File: config.mk
export PLATFORM = sky130hd
export DESIGN_NAME = mem_stage
export DESIGN_NICKNAME = d
export VERILOG_FILES = /design/src/rtl/mem_stage.sv
export SDC_FILE = /design/constraint.sdc
export NUM_CORES = 1
export LEC_CHECK = 0
export CORE_MARGIN = 8
export CORE_UTILIZATION = 48
export DETAILED_ROUTE_END_ITERATION = 10
export PLACE_DENSITY = 0.86
export SYNTH_ARGS = -nofsm -noshare
export SYNTH_HDL_FRONTEND = slang
export SYNTH_SLANG_ARGS = --single-unit
File: constraint.sdc
create_clock -name clk -period 5.15 [get_ports clk]
set_clock_uncertainty 0.1 [all_clocks]
set_input_delay 1.545 -clock clk [delete_from_list [all_inputs] [get_ports clk]]
set_output_delay 1.545 -clock clk [all_outputs]
set_load 0.005 [all_outputs]
File: src/rtl/mem_stage.sv
// Memory-access stage: EXE/MEM inputs -> registered MEM/WB outputs, with a req/ack data port.
// Optional build macro MEM_ALIGN_CHECK_EN rejects word-misaligned accesses without issuing them.
module mem_stage #(
    parameter int unsigned ADDR_BASE = 1024,
    parameter int unsigned MEM_AW    = 10,
    parameter int unsigned TIMEOUT   = 15
) (
    input  logic              clk,
    input  logic              rst,
    input  logic              WB_en_in,
    input  logic              MEM_R_EN_in,
    input  logic              MEM_W_EN_in,
    input  logic [31:0]       PC_in,
    input  logic [31:0]       ALU_result_in,
    input  logic [31:0]       ST_val_in,
    input  logic [4:0]        Dest_in,
    output logic              freeze,
    output logic              mem_req,
    output logic              mem_we,
    output logic [MEM_AW-1:0] mem_addr,
    output logic [31:0]       mem_wdata,
    input  logic [31:0]       mem_rdata,
    input  logic              mem_ack,
    output logic              WB_en,
    output logic              MEM_R_EN,
    output logic [31:0]       ALU_result,
    output logic [31:0]       MEM_read_value,
    output logic [4:0]        Dest,
    output logic [31:0]       PC,
    output logic              mem_err,
    output logic              misalign
);

    typedef enum logic [1:0] {IDLE, BUSY, DONE} state_t;

    state_t            state;
    logic [7:0]        count;
    logic              lat_wb_en;
    logic              lat_r_en;
    logic [4:0]        lat_dest;
    logic [31:0]       lat_pc;
    logic [31:0]       lat_alu;

    logic              access;
    logic              misaligned;
    logic              issue;
    logic [31:0]       offset;
    logic [MEM_AW-1:0] word_addr;

    assign access    = MEM_R_EN_in | MEM_W_EN_in;
    assign offset    = ALU_result_in - 32'(ADDR_BASE);
    assign word_addr = MEM_AW'(offset >> 2);

`ifdef MEM_ALIGN_CHECK_EN
    assign misaligned = access && (ALU_result_in[1:0] != 2'b00);
`else
    assign misaligned = 1'b0;
`endif

    assign issue  = access && !misaligned;
    // DONE deliberately releases the stall so upstream advances past the finished access.
    assign freeze = (state == BUSY) || ((state == IDLE) && issue);

    // NOTE: all state here is updated with non-blocking assignments so every register samples pre-edge values.
    always_ff @(posedge clk) begin
        if (rst) begin
            state          <= IDLE;
            count          <= '0;
            mem_req        <= 1'b0;
            mem_we         <= 1'b0;
            mem_addr       <= '0;
            mem_wdata      <= '0;
            lat_wb_en      <= 1'b0;
            lat_r_en       <= 1'b0;
            lat_dest       <= '0;
            lat_pc         <= '0;
            lat_alu        <= '0;
            WB_en          <= 1'b0;
            MEM_R_EN       <= 1'b0;
            ALU_result     <= '0;
            MEM_read_value <= '0;
            Dest           <= '0;
            PC             <= '0;
            mem_err        <= 1'b0;
            misalign       <= 1'b0;
        end else begin
            // Output register defaults to a bubble; each branch overrides what it forwards.
            WB_en          <= 1'b0;
            MEM_R_EN       <= 1'b0;
            ALU_result     <= '0;
            MEM_read_value <= '0;
            Dest           <= '0;
            PC             <= '0;
            misalign       <= 1'b0;

            case (state)
                IDLE: begin
                    if (issue) begin
                        mem_req   <= 1'b1;
                        mem_we    <= MEM_W_EN_in & ~MEM_R_EN_in;
                        mem_addr  <= word_addr;
                        mem_wdata <= ST_val_in;
                        lat_wb_en <= WB_en_in;
                        lat_r_en  <= MEM_R_EN_in;
                        lat_dest  <= Dest_in;
                        lat_pc    <= PC_in;
                        lat_alu   <= ALU_result_in;
                        count     <= '0;
                        state     <= BUSY;
                    end else begin
                        WB_en      <= WB_en_in & ~misaligned;
                        MEM_R_EN   <= MEM_R_EN_in & ~misaligned;
                        ALU_result <= ALU_result_in;
                        Dest       <= Dest_in;
                        PC         <= PC_in;
                        misalign   <= misaligned;
                    end
                end
                BUSY: begin
                    count <= count + 8'd1;
                    if (mem_ack) begin
                        mem_req        <= 1'b0;
                        WB_en          <= lat_wb_en;
                        MEM_R_EN       <= lat_r_en;
                        ALU_result     <= lat_alu;
                        Dest           <= lat_dest;
                        PC             <= lat_pc;
                        MEM_read_value <= mem_we ? 32'd0 : mem_rdata;
                        state          <= DONE;
                    end else if (count == 8'(TIMEOUT - 1)) begin
                        // Aborted access must never write back.
                        mem_req    <= 1'b0;
                        mem_err    <= 1'b1;
                        MEM_R_EN   <= lat_r_en;
                        ALU_result <= lat_alu;
                        Dest       <= lat_dest;
                        PC         <= lat_pc;
                        state      <= DONE;
                    end
                end
                DONE:    state <= IDLE;
                default: state <= IDLE;
            endcase
        end
    end

endmodule
==> summary.md <==
| Metric | Value |
|---|---|
| FF-to-FF path depth | `4` |
| Synth Area in Compound Gates | `approximately 24%` |
| Clk_lat worst skew | `between 0.4 and 0.5 ns` |
| Hold Fails Final Rpt | `0` |
| Main flop type after synthesis | `dfxtp_1` |
| Antenna viol nets, final | `0` |
| Worst path depth | `4` |
| Maxcap violations | `0` |
| Synthesized area per cell | `~10 um2` |
| Crit path capture type | `output port` |
| Die width | `144.6 um` |
| Most frequent cells after synthesis | `dfxtp_1 (221), a21oi_1 (112), nand3_1 (109), a32o_1 (69), clkbuf_1 (69)` |
| First drt pass iteration count | `8` |
| Drt drc | `0` |
| Reg power frac | `between 40% and 50%` |
| Async SR Flop Fraction | `0%` |
| Setup Crit Path Kind | `input pin to output port` |
| Signal arrival time at the worst endpoint | `slightly above 3 ns` |
| Drt initial violations | `660` |
| Fraction of layout cells with a size suffix above 1 | `approximately 5.2%` |
| Yosys top cell area share | `55.73%` |
| Syn. warnings | `0` |
| Fmax | `210.7 MHz` |
| Least-Margin Pin Slew | `1.109 ns` |
| Routed Wire Length | `roughly 25000 um` |
| Die Area | `~21000 um2` |
| Part of the cycle the worst path needs | `92.15%` |
| CTS Buffer Depth | `3` |
| Setup TNS | `0 ns` |
| Slowest stage cell, crit path | `clkdlybuf4s50_1` |
| Critical Path Most Common Cell | `clkdlybuf4s50_1` |
| CTS hold repair buffers | `0` |
| CTS buffer count | `22` |
| Synthesis-stage register bit count | `221` |
| Maximum fanout along the worst path | `5` |
| Tmin final | `about 4.7 ns` |
| RSZ-0062 raised after global routing | `false` |
| Most frequent cell after synthesis | `dfxtp_1` |
| Synth Area in Adders | `0.3152%` |
| Post-Synthesis Cells | `811` |
| Clock root cell | `clkbuf_16` |
| Post-synthesis sequential area ratio | `a little under three fifths` |
| First-pass GRT wire length | `around 38000 um` |
| Routed vias | `~7400` |
| Comb pwr share | `between 10 and 15%` |
| WL/cell | `approximately 20 um` |
| EDFF count, synth | `0` |
| Yosys cell types | `40` |
| Avg Vias per Cell | `about 5.8` |
| Crit-path leading delay family | `buffers and inverters` |
| CTS tree | `yes` |
| Slew Limit Fails | `0` |
| # fillers | `around 1300` |
| Leading area contributor after synthesis | `dfxtp_1` |
| CP bufs+invs | `2` |
| Worst min path class | `register to register` |
| Pleak | `between 4 and 5 nW` |
| PortBufs | `about 290` |
| Largest family of logic cells by synthesized area | `compound AO/OA/AOI/OAI gates` |
| Switching power | `0.9582 mW` |
| All-layer global routing usage | `between 20% and 30%` |
| Mapped Nets | `between 900 and 1000` |
| CP startpoint kind | `input pin` |
| Clock power share | `between 30 and 40%` |
| Postcts setup bufs | `0` |
| Fin nets | `~1200` |
| Internal power | `about 3 mW` |
| Top post-synthesis cells by area | `dfxtp_1 (56%), a32o_1 (8.7%), a21oi_1 (7.1%), nand3_1 (6.9%), o21ai_1 (4.0%)` |
| Placed insts | `about 1200` |
| Number of core rows | `between 40 and 50` |
| Critical Path Max Stage Delay | `a little under 0.6 ns` |
| Worst path cell trace | `clkdlybuf4s50_1 > nor2_4 > o21ai_1 > clkdlybuf4s50_1` |
| Status | `finished clean` |
| Post-CTS resize count | `0` |
| Layout Cells excl Fill | `1264` |
| Clock sinks | `221` |
| Initial antenna violation count | `0` |
| I/O pins | `289` |
| Data required, critical path | `between 3 and 4 ns` |
| Vias in the first global route | `around 7100` |
| Layout area overhead | `42.73%` |
| Dpl hpwl | `approximately 16000 um` |
| Reg clk slew, reported paths | `approximately 0.06 ns` |
| H-tree Lvls | `1` |
| Mux contribution to synthesized area | `less than 1%` |
| GP Congestion | `0.7942` |
| Max_slew headroom | `roughly a quarter` |
| Die Y | `around 140 um` |
| Sw Share | `about 24%` |
| Total grt overflow | `0` |
| Worst hold stages | `2` |
| Largest net degree at the start of global routing | `93` |
| Power per cell area | `about 350 nW/um2` |
| Xor/xnor share of the synthesized area | `less than 1%` |
| Cell Area, Synth | `7939 um2` |
| Worst reg-to-reg setup slack | `around 2.4 ns` |
| Core Area | `around 16000 um2` |
| Final setup violation count | `0` |
| Worst VDD drop | `around 260 uV` |
| Synth Area in Simple Gates | `11.82%` |
| Initial core utilization | `48.56%` |
-- logic make-up (layout without fill, tap and decap cells) --
| family | Yosys count | in the layout |
|---|---|---|
| AOI/OAI and AO/OA | 307 | 307 |
| DFF | 221 | 221 |
| and+or+nand+nor | 172 | 172 |
| buffers and inverters | 106 | 338 |
| adders and majority gates | 2 | 2 |
| other | 1 | 2 |
| xor gates and xnor gates | 1 | 1 |
| muxes | 1 | 1 |
-- per-stage QoR --
| step | setup slack, ns | instance area (um2) | power, mW | hold WS, ns | utilization [%] |
|---|---|---|---|---|---|
| after floorplan | 1.386 | 7939 | 2.143 | 0.3490 | - |
| after global placement | 0.4729 | 10640 | 2.410 | 0.3601 | 65.08 |
| after detailed placement | 0.4290 | 10640 | 2.423 | 0.3669 | 65.08 |
| after CTS | 0.4048 | 11330 | 3.951 | 0.3753 | 69.29 |
| after global routing | 0.3239 | 11330 | 4.077 | 0.3959 | 69.29 |
| final | 0.4044 | 11330 | 3.917 | 0.3765 | 69.31 |
-- layout make-up --
type                       instances  area, um2  area share (%)
sequential                       221       4424           39.05
timing repair buffer             298       2965           26.17
multi-input combinational        484       2959           26.12
clock buffer                      32      658.1           5.808
tap                              220      275.3           2.429
clock inverter                     4      31.28          0.2761
inverter                           4      15.01          0.1325
antenna                            1      2.502         0.02208
-- sequential cells by signal (all words and copies together) (netlist names) --
| register | count |
|---|---|
| lat_wb_en | 1 |
| mem_req | 1 |
| mem_err | 1 |
| WB_en | 1 |
| lat_pc | 32 |
| MEM_R_EN | 1 |
| Dest | 5 |
| mem_addr | 10 |
| mem_we | 1 |
| state | 2 |
| PC | 32 |
| lat_dest | 5 |
| lat_r_en | 1 |
| ALU_result | 32 |
| count | 8 |
| mem_wdata | 32 |
| lat_alu | 24 |
| MEM_read_value | 32 |
-- power by group through the flow --
| stage | Sequential, mW | Clock, mW | Combinational [mW] |
|---|---|---|---|
| after floorplan | 1.88 | 0 | 0.259 |
| after global placement | 1.88 | 0 | 0.526 |
| after detailed placement | 1.89 | 0 | 0.535 |
| after CTS | 1.85 | 1.56 | 0.540 |
| after global routing | 1.86 | 1.63 | 0.580 |
| final | 1.85 | 1.53 | 0.537 |
-- worst min-delay path, stage by stage (launching register included) --
cell     delay, ns
dfxtp_1       0.31
o21ai_0       0.06
a21oi_1       0.06
-- worst paths after layout --
path                     from             end
setup / recovery  MEM_W_EN_in          freeze
hold / removal     lat_pc[27]      lat_pc[27]
setup reg to reg     count[4]  ALU_result[24]
hold reg to reg    lat_pc[27]      lat_pc[27]
-- cells in the final DEF, fill, tap and decap left out, drive strengths merged, types with 2 or more instances in the layout --
cell | netlist | routed
ha | 2 | 2
o211ai | 5 | 5
nand3 | 109 | 109
a21oi | 112 | 112
and2 | 33 | 33
or4 | 2 | 2
a311oi | 3 | 3
clkbuf | 69 | 32
buf | 33 | 12
inv | 4 | 4
a41oi | 2 | 2
nor2 | 4 | 4
clkdlybuf4s50 | 0 | 286
nor2b | 2 | 2
nor3b | 4 | 4
a211oi | 2 | 2
clkinv | 0 | 4
nand2 | 6 | 6
dfxtp | 221 | 221
or2 | 2 | 2
and3 | 3 | 3
a32o | 69 | 69
o21ai | 110 | 110
nand2b | 3 | 3
-- layer usage --
layer	up-vias	wire, um	global-route usage, %
met5	-	0	0
met4	0	1078	10.62
met3	68	2797	8.188
met2	356	12350	38.18
met1	3517	9115	26.12
li1	3410	-	-
No activity file was read; power rests on OpenSTA's default activity.
